### src/rtl/trig_seq_pkg.sv
// Shared constants for the trigger sequencer.
// Contents:
//   state_t and the St* state encodings (plain localparams, so older tools
//   can use them too)
//   DEF_CNT_W      default width of the delay/length/timeout counter
//   DEF_* delays   power-on defaults carried over from the single-shot
//                  calibration FSM, for use by the register file
package trig_seq_pkg;

   typedef logic [2:0] state_t;

   localparam state_t StIdle       = 3'd0;
   localparam state_t StWaitFg     = 3'd1;
   localparam state_t StFgDelay    = 3'd2;
   localparam state_t StWaitPhase  = 3'd3;
   localparam state_t StPhaseDelay = 3'd4;
   localparam state_t StPulse      = 3'd5;

   localparam int unsigned DEF_CNT_W       = 32;
   localparam int unsigned DEF_FG_DELAY    = 400_000;
   localparam int unsigned DEF_PHASE_SHIFT = 139;
   localparam int unsigned DEF_TRIG_LEN    = 100;

endpackage

### src/rtl/sync_edge_detect.sv
// Multi-flop synchroniser followed by a one-flop history register.
// Produces a single-cycle rising-edge strobe SYNC_STAGES+1 cycles after
// the asynchronous input rises.
// Ports:
//   clock     system clock
//   reset     synchronous, active-high reset
//   async_in  asynchronous input
//   rise      one-cycle strobe on a synchronised rising edge
module sync_edge_detect
   import trig_seq_pkg::*;
#(
   parameter int unsigned SYNC_STAGES = 2
) (
   input  logic clock,
   input  logic reset,
   input  logic async_in,
   output logic rise
);

   logic [SYNC_STAGES-1:0] sync_q;
   logic                   hist_q;

   always_ff @(posedge clock) begin
      if (reset) begin
         sync_q <= '0;
         hist_q <= 1'b0;
      end else begin
         sync_q <= {sync_q[SYNC_STAGES-2:0], async_in};
         hist_q <= sync_q[SYNC_STAGES-1];
      end
   end

   assign rise = sync_q[SYNC_STAGES-1] & ~hist_q;

endmodule

### src/rtl/fsm_trigger_sequencer.sv
// Burst trigger sequencer. After an accepted start it waits for a
// frame-grabber edge plus a settling delay, then fires cfg_burst pulses,
// each placed cfg_phase_shift cycles after its own phase-reference edge.
// Ports:
//   clock, reset                synchronous active-high reset
//   start_signal                level, only looked at in IDLE
//   abort                       forces IDLE on the next edge
//   fg_signal, phase_signal     asynchronous strobes, synchronised here
//   cfg_*                       run configuration, latched on start
//   output_trigger              registered per-channel pulses
//   busy, done, error_timeout   status
module fsm_trigger_sequencer
   import trig_seq_pkg::*;
#(
   parameter int unsigned N_CH        = 4,
   parameter int unsigned CNT_W       = DEF_CNT_W,
   parameter int unsigned BURST_W     = 8,
   parameter int unsigned SYNC_STAGES = 2,
   parameter int unsigned TIMEOUT     = 50_000_000
) (
   input  logic               clock,
   input  logic               reset,
   input  logic               start_signal,
   input  logic               abort,
   input  logic               fg_signal,
   input  logic               phase_signal,
   input  logic [CNT_W-1:0]   cfg_fg_delay,
   input  logic [CNT_W-1:0]   cfg_phase_shift,
   input  logic [CNT_W-1:0]   cfg_trig_len,
   input  logic [BURST_W-1:0] cfg_burst,
   input  logic [N_CH-1:0]    cfg_ch_mask,
   output logic [N_CH-1:0]    output_trigger,
   output logic               busy,
   output logic               done,
   output logic               error_timeout
);

   localparam logic [CNT_W-1:0] TIMEOUT_LAST = (TIMEOUT == 0) ? '0 : CNT_W'(TIMEOUT - 1);

   logic rise_fg;
   logic rise_phase;

   sync_edge_detect #(
      .SYNC_STAGES(SYNC_STAGES)
   ) u_sync_fg (
      .clock   (clock),
      .reset   (reset),
      .async_in(fg_signal),
      .rise    (rise_fg)
   );

   sync_edge_detect #(
      .SYNC_STAGES(SYNC_STAGES)
   ) u_sync_phase (
      .clock   (clock),
      .reset   (reset),
      .async_in(phase_signal),
      .rise    (rise_phase)
   );

   state_t             state_q, state_d;
   logic [CNT_W-1:0]   counter_q, counter_d;
   logic [BURST_W-1:0] pulses_q, pulses_d;
   logic               error_q, error_d;
   logic               done_q, done_d;
   logic [N_CH-1:0]    trig_q, trig_d;

   // Latched configuration, stored as the last counter value of each phase
   // so zero-valued settings collapse to a single cycle.
   logic [CNT_W-1:0]   fg_last_q;
   logic [CNT_W-1:0]   phase_last_q;
   logic [CNT_W-1:0]   len_last_q;
   logic [N_CH-1:0]    mask_q;

   logic accept;
   logic timeout_hit;

   assign accept      = (state_q == StIdle) && start_signal && !abort;
   assign timeout_hit = (TIMEOUT != 0) && (counter_q == TIMEOUT_LAST);

   always_comb begin
      state_d   = state_q;
      counter_d = counter_q;
      pulses_d  = pulses_q;
      error_d   = error_q;
      done_d    = 1'b0;

      case (state_q)
         StIdle: begin
            if (accept) begin
               error_d   = 1'b0;
               pulses_d  = (cfg_burst == '0) ? BURST_W'(1) : cfg_burst;
               counter_d = '0;
               state_d   = StWaitFg;
            end
         end
         StWaitFg: begin
            if (rise_fg) begin
               counter_d = '0;
               state_d   = StFgDelay;
            end else if (timeout_hit) begin
               error_d   = 1'b1;
               counter_d = '0;
               state_d   = StIdle;
            end else begin
               counter_d = counter_q + CNT_W'(1);
            end
         end
         StFgDelay: begin
            if (counter_q == fg_last_q) begin
               counter_d = '0;
               state_d   = StWaitPhase;
            end else begin
               counter_d = counter_q + CNT_W'(1);
            end
         end
         StWaitPhase: begin
            if (rise_phase) begin
               counter_d = '0;
               state_d   = StPhaseDelay;
            end else if (timeout_hit) begin
               error_d   = 1'b1;
               counter_d = '0;
               state_d   = StIdle;
            end else begin
               counter_d = counter_q + CNT_W'(1);
            end
         end
         StPhaseDelay: begin
            if (counter_q == phase_last_q) begin
               counter_d = '0;
               state_d   = StPulse;
            end else begin
               counter_d = counter_q + CNT_W'(1);
            end
         end
         StPulse: begin
            if (counter_q == len_last_q) begin
               counter_d = '0;
               pulses_d  = pulses_q - BURST_W'(1);
               if (pulses_q == BURST_W'(1)) begin
                  done_d  = 1'b1;
                  state_d = StIdle;
               end else begin
                  // Later pulses re-sync to the phase reference only.
                  state_d = StWaitPhase;
               end
            end else begin
               counter_d = counter_q + CNT_W'(1);
            end
         end
         default: begin
            counter_d = '0;
            state_d   = StIdle;
         end
      endcase

      // Abort wins over everything but reset and leaves the error flag alone.
      if (abort) begin
         state_d   = StIdle;
         counter_d = '0;
         pulses_d  = '0;
         done_d    = 1'b0;
         error_d   = error_q;
      end

      // Registered output: high in exactly the cycles the FSM sits in PULSE.
      trig_d = (state_d == StPulse) ? mask_q : '0;
   end

   always_ff @(posedge clock) begin
      if (reset) begin
         state_q      <= StIdle;
         counter_q    <= '0;
         pulses_q     <= '0;
         error_q      <= 1'b0;
         done_q       <= 1'b0;
         trig_q       <= '0;
         fg_last_q    <= '0;
         phase_last_q <= '0;
         len_last_q   <= '0;
         mask_q       <= '0;
      end else begin
         state_q   <= state_d;
         counter_q <= counter_d;
         pulses_q  <= pulses_d;
         error_q   <= error_d;
         done_q    <= done_d;
         trig_q    <= trig_d;
         if (accept) begin
            fg_last_q    <= (cfg_fg_delay == '0) ? '0 : cfg_fg_delay - CNT_W'(1);
            phase_last_q <= (cfg_phase_shift == '0) ? '0 : cfg_phase_shift - CNT_W'(1);
            len_last_q   <= (cfg_trig_len == '0) ? '0 : cfg_trig_len - CNT_W'(1);
            mask_q       <= cfg_ch_mask;
         end
      end
   end

   assign output_trigger = trig_q;
   assign busy           = (state_q != StIdle);
   assign done           = done_q;
   assign error_timeout  = error_q;

endmodule

### config.mk
export PLATFORM = sky130hd
export DESIGN_NAME = fsm_trigger_sequencer
export DESIGN_NICKNAME = d
export VERILOG_FILES = /design/src/rtl/trig_seq_pkg.sv /design/src/rtl/sync_edge_detect.sv /design/src/rtl/fsm_trigger_sequencer.sv
export SDC_FILE = /design/constraint.sdc
export NUM_CORES = 1
export LEC_CHECK = 0
export CAP_MARGIN = 15
export CORE_ASPECT_RATIO = 1.75
export CORE_MARGIN = 1
export CORE_UTILIZATION = 55
export CTS_CLUSTER_DIAMETER = 60
export DETAILED_ROUTE_END_ITERATION = 10
export PLACE_DENSITY = 0.86
export REMOVE_ABC_BUFFERS = 1
export SYNTH_ARGS = -nofsm -noshare
export SYNTH_HDL_FRONTEND = slang
export SYNTH_SLANG_ARGS = --single-unit
export TNS_END_PERCENT = 5
### constraint.sdc
create_clock -name clock -period 3.6 [get_ports clock]
set_clock_uncertainty 0.2 [all_clocks]
set_input_delay 0.54 -clock clock [delete_from_list [all_inputs] [get_ports clock]]
set_output_delay 0.54 -clock clock [all_outputs]
set_load 0.02 [all_outputs]
# --- After elaboration in Yosys (flattened, before gate mapping) ---
# Index checks and enable logic that the tools add are counted.
totals:
  register_bits: 155
  inputBits: 114
  output_inout_bits: 7
  wordCells: 89
classes:
  n_addsub: 5
  eq_ne: 15
  n_mux: 31
  bitwise: 8
  reduce_logical: 16
op_table:
  columns: ["operator", "n"]
  rows:
  - ["32-bit two-way mux", 10]
  - ["32-bit one-hot mux with 6 select lines", 1]
  - ["32-bit equality test", 3]
  - ["32-bit logical NOT", 3]
  - ["32-bit by 1-bit subtractor with 32-bit output (second input constant)", 3]
  - ["32-bit by 1-bit adder with 32-bit output (second input constant)", 1]
  - ["32-bit by 26-bit equality test with 1-bit output (second input constant)", 1]
  - ["3-bit two-way mux", 8]
  - ["8-bit two-way mux", 3]
  - ["3-bit one-hot mux with 6 select lines", 1]
  - ["8-bit one-hot mux with 2 select lines", 1]
  - ["3-bit equality test (second input constant)", 3]
  - ["8-bit by 1-bit equality test with 1-bit output (second input constant)", 1]
  - ["8-bit logical NOT", 1]
  - ["2-bit != test (second input constant)", 4]
  - ["8-bit by 1-bit subtractor with 8-bit output (second input constant)", 1]
  - ["3-bit by 2-bit equality test with 1-bit output (second input constant)", 2]
  - ["1-bit inverter", 6]
  - ["3-bit nonzero test", 2]
  - ["1-bit two-way mux", 5]
  - ["5-bit AND reduction", 1]
  - ["2-bit OR reduction", 2]
  - ["4-bit OR reduction", 1]
  - ["3-bit by 1-bit equality test with 1-bit output (second input constant)", 1]
  - ["other kinds (8)", 10]

# --- Depth between registers and ports, before layout ---
# Gate-level depths: netlist of run 1.
logic_depth:
  depth_word: 9
  depth_mapped: 10
  mapped_depth_nobuf: 9

# --- Modules after synthesis ---
# A second synthesis of run 1 with hierarchy kept.
hier_totals:
  hier_cells: 1121
  area_unflattened_um2: 8967.4
modules_own_cells:
  columns: ["module", "instances", "cells_each", "area_each_um2", "seq_area_each_um2"]
  rows:
  - ["fsm_trigger_sequencer", 1, 1107, 8792.2, 2982.9]
  - ["sync_edge_detect", 2, 7, 87.6, 60.1]

# --- Worst setup path after synthesis of run 1 ---
# No wires, ideal clock.
synth_timing:
  kind: "input-to-reg"
  from: "input port cfg_phase_shift[0]"
  to: "register phase_last_q[16]"
  setup_time_ns: 0.123
  t_arrival_ns: 2.633
  required_time_ns: 3.277
  path_slack_ns: 0.644
  cell_stages: 10
  path_buffers: 2
  cell_sequence: "inv_1 ha_1 or4b_2 clkbuf_1 nor2_1 and3_1 nand4_1 clkbuf_1 nand2_1 o21ai_0"
synth_via:
  elab_chain_cells: 2
  word_cells_on_any_way: 3
  classes_between: "1 x add/sub; 1 x mux; 1 x reduce/logical"
synth_lines:
  columns: ["element", "line", "source"]
  rows:
  - ["from (decl)", "fsm_trigger_sequencer.sv:28", "input logic [CNT_W-1:0] cfg_phase_shift,"]
  - ["32-bit by 1-bit subtractor with 32-bit output / 32-bit logical NOT (equally long branches)", "fsm_trigger_sequencer.sv:192", "phase_last_q <= (cfg_phase_shift == '0) ? '0 : cfg_phase_shift - CNT_W'(1);"]
  - ["32-bit two-way mux *", "fsm_trigger_sequencer.sv:192", null]
  - ["to (signal assigned)", "fsm_trigger_sequencer.sv:192", null]
  - ["to (decl)", "fsm_trigger_sequencer.sv:71", "logic [CNT_W-1:0] phase_last_q;"]
# Mark *: on every way between the ends. The rest lies on a longest branch, timed or not.
# A chain may end at the register's enable or synchronous reset.

# --- Worst setup path in the final report of run 1 ---
layout_timing:
  from: "input port cfg_fg_delay[23]"
  to: "register fg_last_q[11]"
layout_via:
  elab_chain_cells: 2
layout_lines:
  columns: ["element", "line", "source"]
  rows:
  - ["from (decl)", "fsm_trigger_sequencer.sv:27", "input logic [CNT_W-1:0] cfg_fg_delay,"]
  - ["32-bit logical NOT", "fsm_trigger_sequencer.sv:191", "fg_last_q <= (cfg_fg_delay == '0) ? '0 : cfg_fg_delay - CNT_W'(1);"]
  - ["32-bit two-way mux", "fsm_trigger_sequencer.sv:191", null]
  - ["to (signal assigned)", "fsm_trigger_sequencer.sv:191", null]
  - ["to (decl)", "fsm_trigger_sequencer.sv:70", "logic [CNT_W-1:0] fg_last_q;"]
# Every way passes these cells.

==> flow_summary.json, run 1 <==
{
  "timing.slew.headroom": 0.498,
  "status": "complete, no violations",
  "antenna_cells": 0,
  "path_max_fanout": 18,
  "first_global_vias": 8267,
  "yosys_warnings": 0,
  "wire_length_of_the_first_global_routing_pass_um": 40700,
  "numPlacedInstances": 1381,
  "areaGrowthSynthToFinish_pct": 21.7,
  "cellLeakagePower_nw": 4.10,
  "floorplan.core_area_sq_mm": 0.0159,
  "fin_util": 0.682,
  "rsz0062_at_grt": "no",
  "drtAntennaViolNets": 0,
  "routed_via_density": 6.02,
  "end_kind": "register",
  "synth.top_cells.by_count": "sky130_fd_sc_hd__dfxtp_1, sky130_fd_sc_hd__nand2_1, sky130_fd_sc_hd__nor2_1, sky130_fd_sc_hd__xor2_1, sky130_fd_sc_hd__xnor2_1",
  "route.final.wire_length_um": 25400,
  "cap_viol_max_count": 0,
  "num_rows": 61,
  "syn-cell-area_sq_mm": 0.00890,
  "synth.lib_cells_used.distinct": 63,
  "drive_gt1_frac": 0.0817,
  "slew_violations": 0,
  "final-setup-viol-count": 0,
  "critical_path_class": "input port to register",
  "post-cts-setup-buffer-count": 0,
  "antenna_found_initial": 0,
  "cts_hold_repair.buffers": 0,
  "ys_seq_elements": 155,
  "pin_count": 121,
  "initial_util": 0.561,
  "power.density_cell_area_mw_per_mm2": 375,
  "setup.worst_path.start_class": "input port",
  "post_cts_resize_count": 0,
  "tritoncts": "yes",
  "syn_inst": 1114,
  "irDropWorstVdd_mv": 0.268,
  "vias": 8506,
  "grt.overflow.total": 0,
  "fill_cells": 1241,
  "clkLatencyLatePin_ns": 0.42,
  "synthDominantAreaCellType": "sky130_fd_sc_hd__dfxtp_1",
  "power_mw": 4.06,
  "final.min_clock_period_ns": 3.24,
  "synth.top_cells.by_area": "sky130_fd_sc_hd__dfxtp_1, sky130_fd_sc_hd__xor2_1, sky130_fd_sc_hd__xnor2_1",
  "hold_violations": 0,
  "critical_path_arrival_ns": 3.32,
  "clk_pin_slew_ns": 0.07,
  "synthDominantCellAreaShare": 0.349,
  "final_net_count": 1331,
  "grt_start_max_net_pins": 57,
  "routedLengthMet1_um": 9200,
  "detail_route.wl_per_cell_um": 18.0,
  "detailroute.wirelength.met2_um": 13300,
  "min-delay-path-class": "register to register",
  "fmax_ghz": 0.309,
  "place.port_buffers": 120,
  "worst_ep_required_time_ns": 3.68,
  "critPathLaunch": "cfg_fg_delay[23]",
  "detailedPlacementHpwl_um": 19000,
  "cts_num_sinks": 155,
  "r2r_start": "counter_q[1]",
  "drt_pass1_iterations": 7,
  "detailroute.wirelength.met3_um": 1280,
  "cts_max_path_buffers": 2,
  "dr.first_iter.drc_count": 557,
  "asyncSetResetFlopFracSynth": 0,
  "drt_drc_violations_left": 0,
  "ctsHtreeMaxLevel": 4,
  "fin_crit_sh": 0.899,
  "die_y_um": 170,
  "multi_input_area_sq_mm": 0.00546,
  "synth_top_flop_cell": "sky130_fd_sc_hd__dfxtp_1",
  "synth.most_common_cell": "sky130_fd_sc_hd__dfxtp_1",
  "top_layer": "met4",
  "cts_root_buffer": "sky130_fd_sc_hd__clkbuf_16",
  "sequential_cell_area_sq_mm": 0.00310,
  "worst_hold_launch": "u_sync_fg.sync_q[0]",
  "synth-edff-count": 0,
  "gp_congestion": 1.00,
  "die_w_um": 98.2,
  "dieArea_sq_mm": 0.0167,
  "cts_made_buffers": 17,
  "fin_tns_setup_ns": 0,
  "synth_area_per_cell_sq_um": 7.99,
  "fin_cells": 1413,
  "global_route.usage.total": 0.309,
  "synth.yosys.seq_area_share": 0.349,
  "worst-slew-pin-transition_ns": 0.750
}
-- worst max-delay path, stage by stage --
cell                              delay (ns)
sky130_fd_sc_hd__clkdlybuf4s50_1        0.46
sky130_fd_sc_hd__or4_1                  0.59
sky130_fd_sc_hd__nor4_1                 0.39
sky130_fd_sc_hd__nand2b_1               0.16
sky130_fd_sc_hd__or3_1                  0.37
sky130_fd_sc_hd__or3_4                  0.39
sky130_fd_sc_hd__nand2_4                0.23
sky130_fd_sc_hd__o21ai_0                0.18
-- where the power goes --
part           switching, mW  total, mW  leakage (nW)  internal [mW]
clock network          0.768       1.69         0.269          0.920
registers             0.0557       1.84          1.26           1.78
logic                  0.276      0.536          2.57          0.261
total                   1.10       4.06          4.10           2.96
-- cell usage in the layout, fill, tap and decap left out, drive strengths merged, types with 4 or more instances in the layout --
master / synthesis / final
dfxtp: 155 / 155
nand2: 127 / 127
clkdlybuf4s50: 0 / 119
nor2: 115 / 115
xor2: 111 / 111
xnor2: 83 / 83
o21ai: 58 / 58
nand3: 51 / 51
nor4: 44 / 44
nor3: 43 / 43
a21oi: 42 / 42
buf: 7 / 32
nand4: 25 / 25
inv: 15 / 22
or4: 21 / 21
clkbuf: 66 / 19
a211oi: 17 / 17
and3: 13 / 13
nor2b: 12 / 12
a22oi: 12 / 12
or3: 10 / 10
and2: 7 / 7
or2: 7 / 7
nand2b: 6 / 6
ha: 6 / 6
o31ai: 5 / 5
mux2i: 5 / 5
a311oi: 4 / 4
a31oi: 4 / 4
or4b: 4 / 4
clkinv: 0 / 4
-- metal layers --
layer | vias to the layer above | global-route usage
met4 | 0 | 0.206
met3 | 109 | 0.0513
met5 | - | 0
met2 | 336 | 0.576
met1 | 3973 | 0.314
li1 | 4088 | -
-- registers in the layout, indices dropped and copies added, names as in the netlist --
signal and count:
pulses_q 8, u_sync_fg.sync_q 2, error_timeout 1, state_q 3, counter_q 32, u_sync_phase.sync_q 2
u_sync_phase.hist_q 1, mask_q 4, fg_last_q 32, phase_last_q 32, done 1, u_sync_fg.hist_q 1
output_trigger 4, len_last_q 32
-- through the flow --
step	instance area, sq um	hold WS, ns	setup slack, ns
2_1_floorplan	8610	0.214	-1.26
3_3_place_gp	10300	0.227	0.115
3_5_place_dp	10300	0.241	-0.0235
4_1_cts	10800	0.247	0.360
5_1_grt	10800	0.247	0.234
6_report	10800	0.247	0.363
-- cell type report --
cell class / count / share of cell area
multi-input combinational: 871 / 0.504
sequential: 155 / 0.286
timing repair buffer: 151 / 0.132
clock buffer: 19 / 0.0409
tap: 189 / 0.0218
clock inverter: 13 / 0.0100
inverter: 15 / 0.00520
-- worst paths after layout --
path / end / slack [ns] / cells after the start
worst max-delay path: fg_last_q[11] / 0.36 / 8
worst max register to register: counter_q[28] / 0.48 / 7
worst min register to register: u_sync_fg.sync_q[1] / 0.25 / 1
worst min-delay path: u_sync_fg.sync_q[1] / 0.25 / 1
-- cell families after synthesis --
group | synth area share
AND/OR/NAND/NOR | 0.284
XOR/XNOR | 0.191
buffers and inverters | 0.0394
multiplexers | 0.00689
adder cells (fa/ha/maj) | 0.00843
flip-flops | 0.349
AO/OA/AOI/OAI | 0.122
Power figures use the tool's default switching activity.
==> run 2: changes to the inputs <==
==> constraint.sdc (replaced) <==
create_clock -name clock -period 3.6 [get_ports clock]
set_clock_uncertainty 0.2 [all_clocks]
set_input_delay 0.9 -clock clock [delete_from_list [all_inputs] [get_ports clock]]
set_output_delay 0.9 -clock clock [all_outputs]
set_load 0.02 [all_outputs]
==> run 2 against run 1 <==
Compared with the run above:
- the run now ends with design-rule violations left
- global-route usage rose by 0.83 points
- fmax fell by 3.6%
- sequential power barely moved
- via count rose by 2.9%
- non-clock buffer count rose by 55
- power rose by 0.67%
- largest cell class unchanged
- design area rose by 3.9%
- first-iteration DRC count rose by 18%
- final cell count rose by 3.8%
- routed wire length rose by 3.5%
==> flow_summary.json, run 2 (synthesis results as in run 1) <==
{
  "worst_hold_launch": "u_sync_fg.sync_q[0]",
  "hold_violations": 0,
  "timing.slew.headroom": 0.355,
  "r2r_setup_slack_ns": 0.68,
  "final.min_clock_period_ns": 3.36,
  "power.density_cell_area_mw_per_mm2": 363,
  "initial_util": 0.561,
  "end_kind": "register",
  "drtAntennaViolNets": 0,
  "clkLatencyLatePin_ns": 0.44,
  "grt.overflow.total": 0,
  "post-cts-setup-buffer-count": 0,
  "detail_route.wl_per_cell_um": 17.9,
  "areaGrowthSynthToFinish_pct": 26.5,
  "dr.first_iter.drc_count": 657,
  "worst_ep_required_time_ns": 3.74,
  "fin_ws_ns": 0.241,
  "routed_via_density": 5.97,
  "finalInstanceArea_sq_mm": 0.0113,
  "drt_drc_violations_left": 5,
  "cellLeakagePower_nw": 4.37,
  "p_sw_frac": 0.272,
  "fin_tns_setup_ns": 0,
  "cap_viol_max_count": 0,
  "min_delay_worst_endpoint": "u_sync_fg.sync_q[1]",
  "fin_crit_sh": 0.933,
  "most-common-layout-cells": "sky130_fd_sc_hd__dfxtp_1, sky130_fd_sc_hd__nand2_1, sky130_fd_sc_hd__clkdlybuf4s50_1",
  "grt_start_max_net_pins": 63,
  "layout_commonest_cell": "sky130_fd_sc_hd__dfxtp_1",
  "wire_length_of_the_first_global_routing_pass_um": 41800,
  "timing.hold.ws_ns": 0.243,
  "slew_violations": 0,
  "dieArea_sq_mm": 0.0167,
  "die_w_um": 98.2,
  "ctsHtreeMaxLevel": 4,
  "worstReg2RegEnd": "pulses_q[7]",
  "floorplan.core_area_sq_mm": 0.0159,
  "drt_pass1_iterations": 11,
  "worstHoldPathCells": 1,
  "placedInstanceArea_sq_mm": 0.0107,
  "first_global_vias": 8596,
  "gp_congestion": 0.967,
  "r2r_start": "counter_q[6]",
  "setup.worst_path.start_class": "input port",
  "critical_path_class": "input port to register",
  "final_net_count": 1386,
  "num_rows": 61,
  "min-delay-path-class": "register to register",
  "cts_root_buffer": "sky130_fd_sc_hd__clkbuf_16",
  "detailedPlacementHpwl_um": 19700,
  "tritoncts": "yes",
  "cts_max_path_buffers": 2,
  "p_clk_frac": 0.414,
  "power_frac_comb": 0.137,
  "fmax_ghz": 0.298,
  "antenna_cells": 0,
  "pre_cts_slack_ns": -0.219,
  "path_max_fanout": 3,
  "critical_path_arrival_ns": 3.50,
  "fill_cells": 1197,
  "fin_util": 0.709,
  "cts_made_buffers": 17,
  "power.share.sequential": 0.449,
  "status": "complete, but fails checks",
  "worst-slew-pin-transition_ns": 0.968,
  "cts_hold_repair.buffers": 0,
  "drive_gt1_frac": 0.121,
  "p_switching_mw": 1.11,
  "clk_pin_slew_ns": 0.07,
  "failing_checks": "design-rule violations",
  "rsz0062_at_grt": "no",
  "cts_num_sinks": 155,
  "die_y_um": 170,
  "route.final.wire_length_um": 26300,
  "final-setup-viol-count": 0,
  "global_route.usage.total": 0.318,
  "internal_power_mw": 2.97,
  "post_cts_resize_count": 0,
  "vias": 8756,
  "place.port_buffers": 120,
  "antenna_found_initial": 0,
  "irDropWorstVdd_mv": 0.212,
  "r2r.worst_path.cells": 7,
  "pin_count": 121
}
## run 2: area by class of cell
cell class	count	area, sq um	share of cell area
repair buffers	206	1850	0.165
clock inverters	13	110	0.00978
multi-input cells	871	5460	0.485
clock buffers	18	439	0.0390
well taps	189	236	0.0210
inverters	15	56.3	0.00500
flip-flops and latches	155	3100	0.276
## run 2: routing by layer
| metal | part of all wire | up-vias | GRT usage |
|---|---|---|---|
| met3 | 0.054 | 108 | 0.0554 |
| met5 | 0 | - | 0 |
| li1 | - | 4193 | - |
| met2 | 0.53 | 343 | 0.595 |
| met1 | 0.36 | 4112 | 0.318 |
| met4 | 0.059 | 0 | 0.210 |
## run 2: per-stage QoR
stage	power (mW)	cells
after floorplan	2.12	1041
after global placement	2.41	1436
after detailed placement	2.42	1436
after CTS	4.08	1467
after global routing	4.22	1467
final	4.09	1467
## run 2: worst max-delay path by stage
stage / slack, ns / from / end / cells after the start
after detailed placement: -0.22 / cfg_fg_delay[24] / fg_last_q[31] / 8
final: 0.24 / cfg_fg_delay[24] / fg_last_q[31] / 8
after global placement: -0.12 / cfg_fg_delay[6] / fg_last_q[7] / 8
after global routing: 0.09 / cfg_fg_delay[24] / fg_last_q[31] / 8
after floorplan: -1.44 / abort / phase_last_q[20] / 4
after CTS: 0.22 / cfg_fg_delay[24] / fg_last_q[31] / 8
## run 2: power groups by stage
stage	Sequential [mW]	Combinational (mW)	Clock, mW
global placement	1.87	0.539	0
global route	1.84	0.606	1.77
detailed placement	1.87	0.552	0
floorplan	1.85	0.263	0
CTS	1.83	0.558	1.69
finish	1.84	0.561	1.69
## run 2: critical path: stages
cell and delay, ns:
sky130_fd_sc_hd__clkdlybuf4s50_1 0.41, sky130_fd_sc_hd__or4_1 0.55, sky130_fd_sc_hd__nor4_1 0.23, sky130_fd_sc_hd__buf_4 0.17, sky130_fd_sc_hd__nand2b_1 0.06, sky130_fd_sc_hd__or3_1 0.35
sky130_fd_sc_hd__or4b_1 0.54, sky130_fd_sc_hd__a311oi_1 0.28
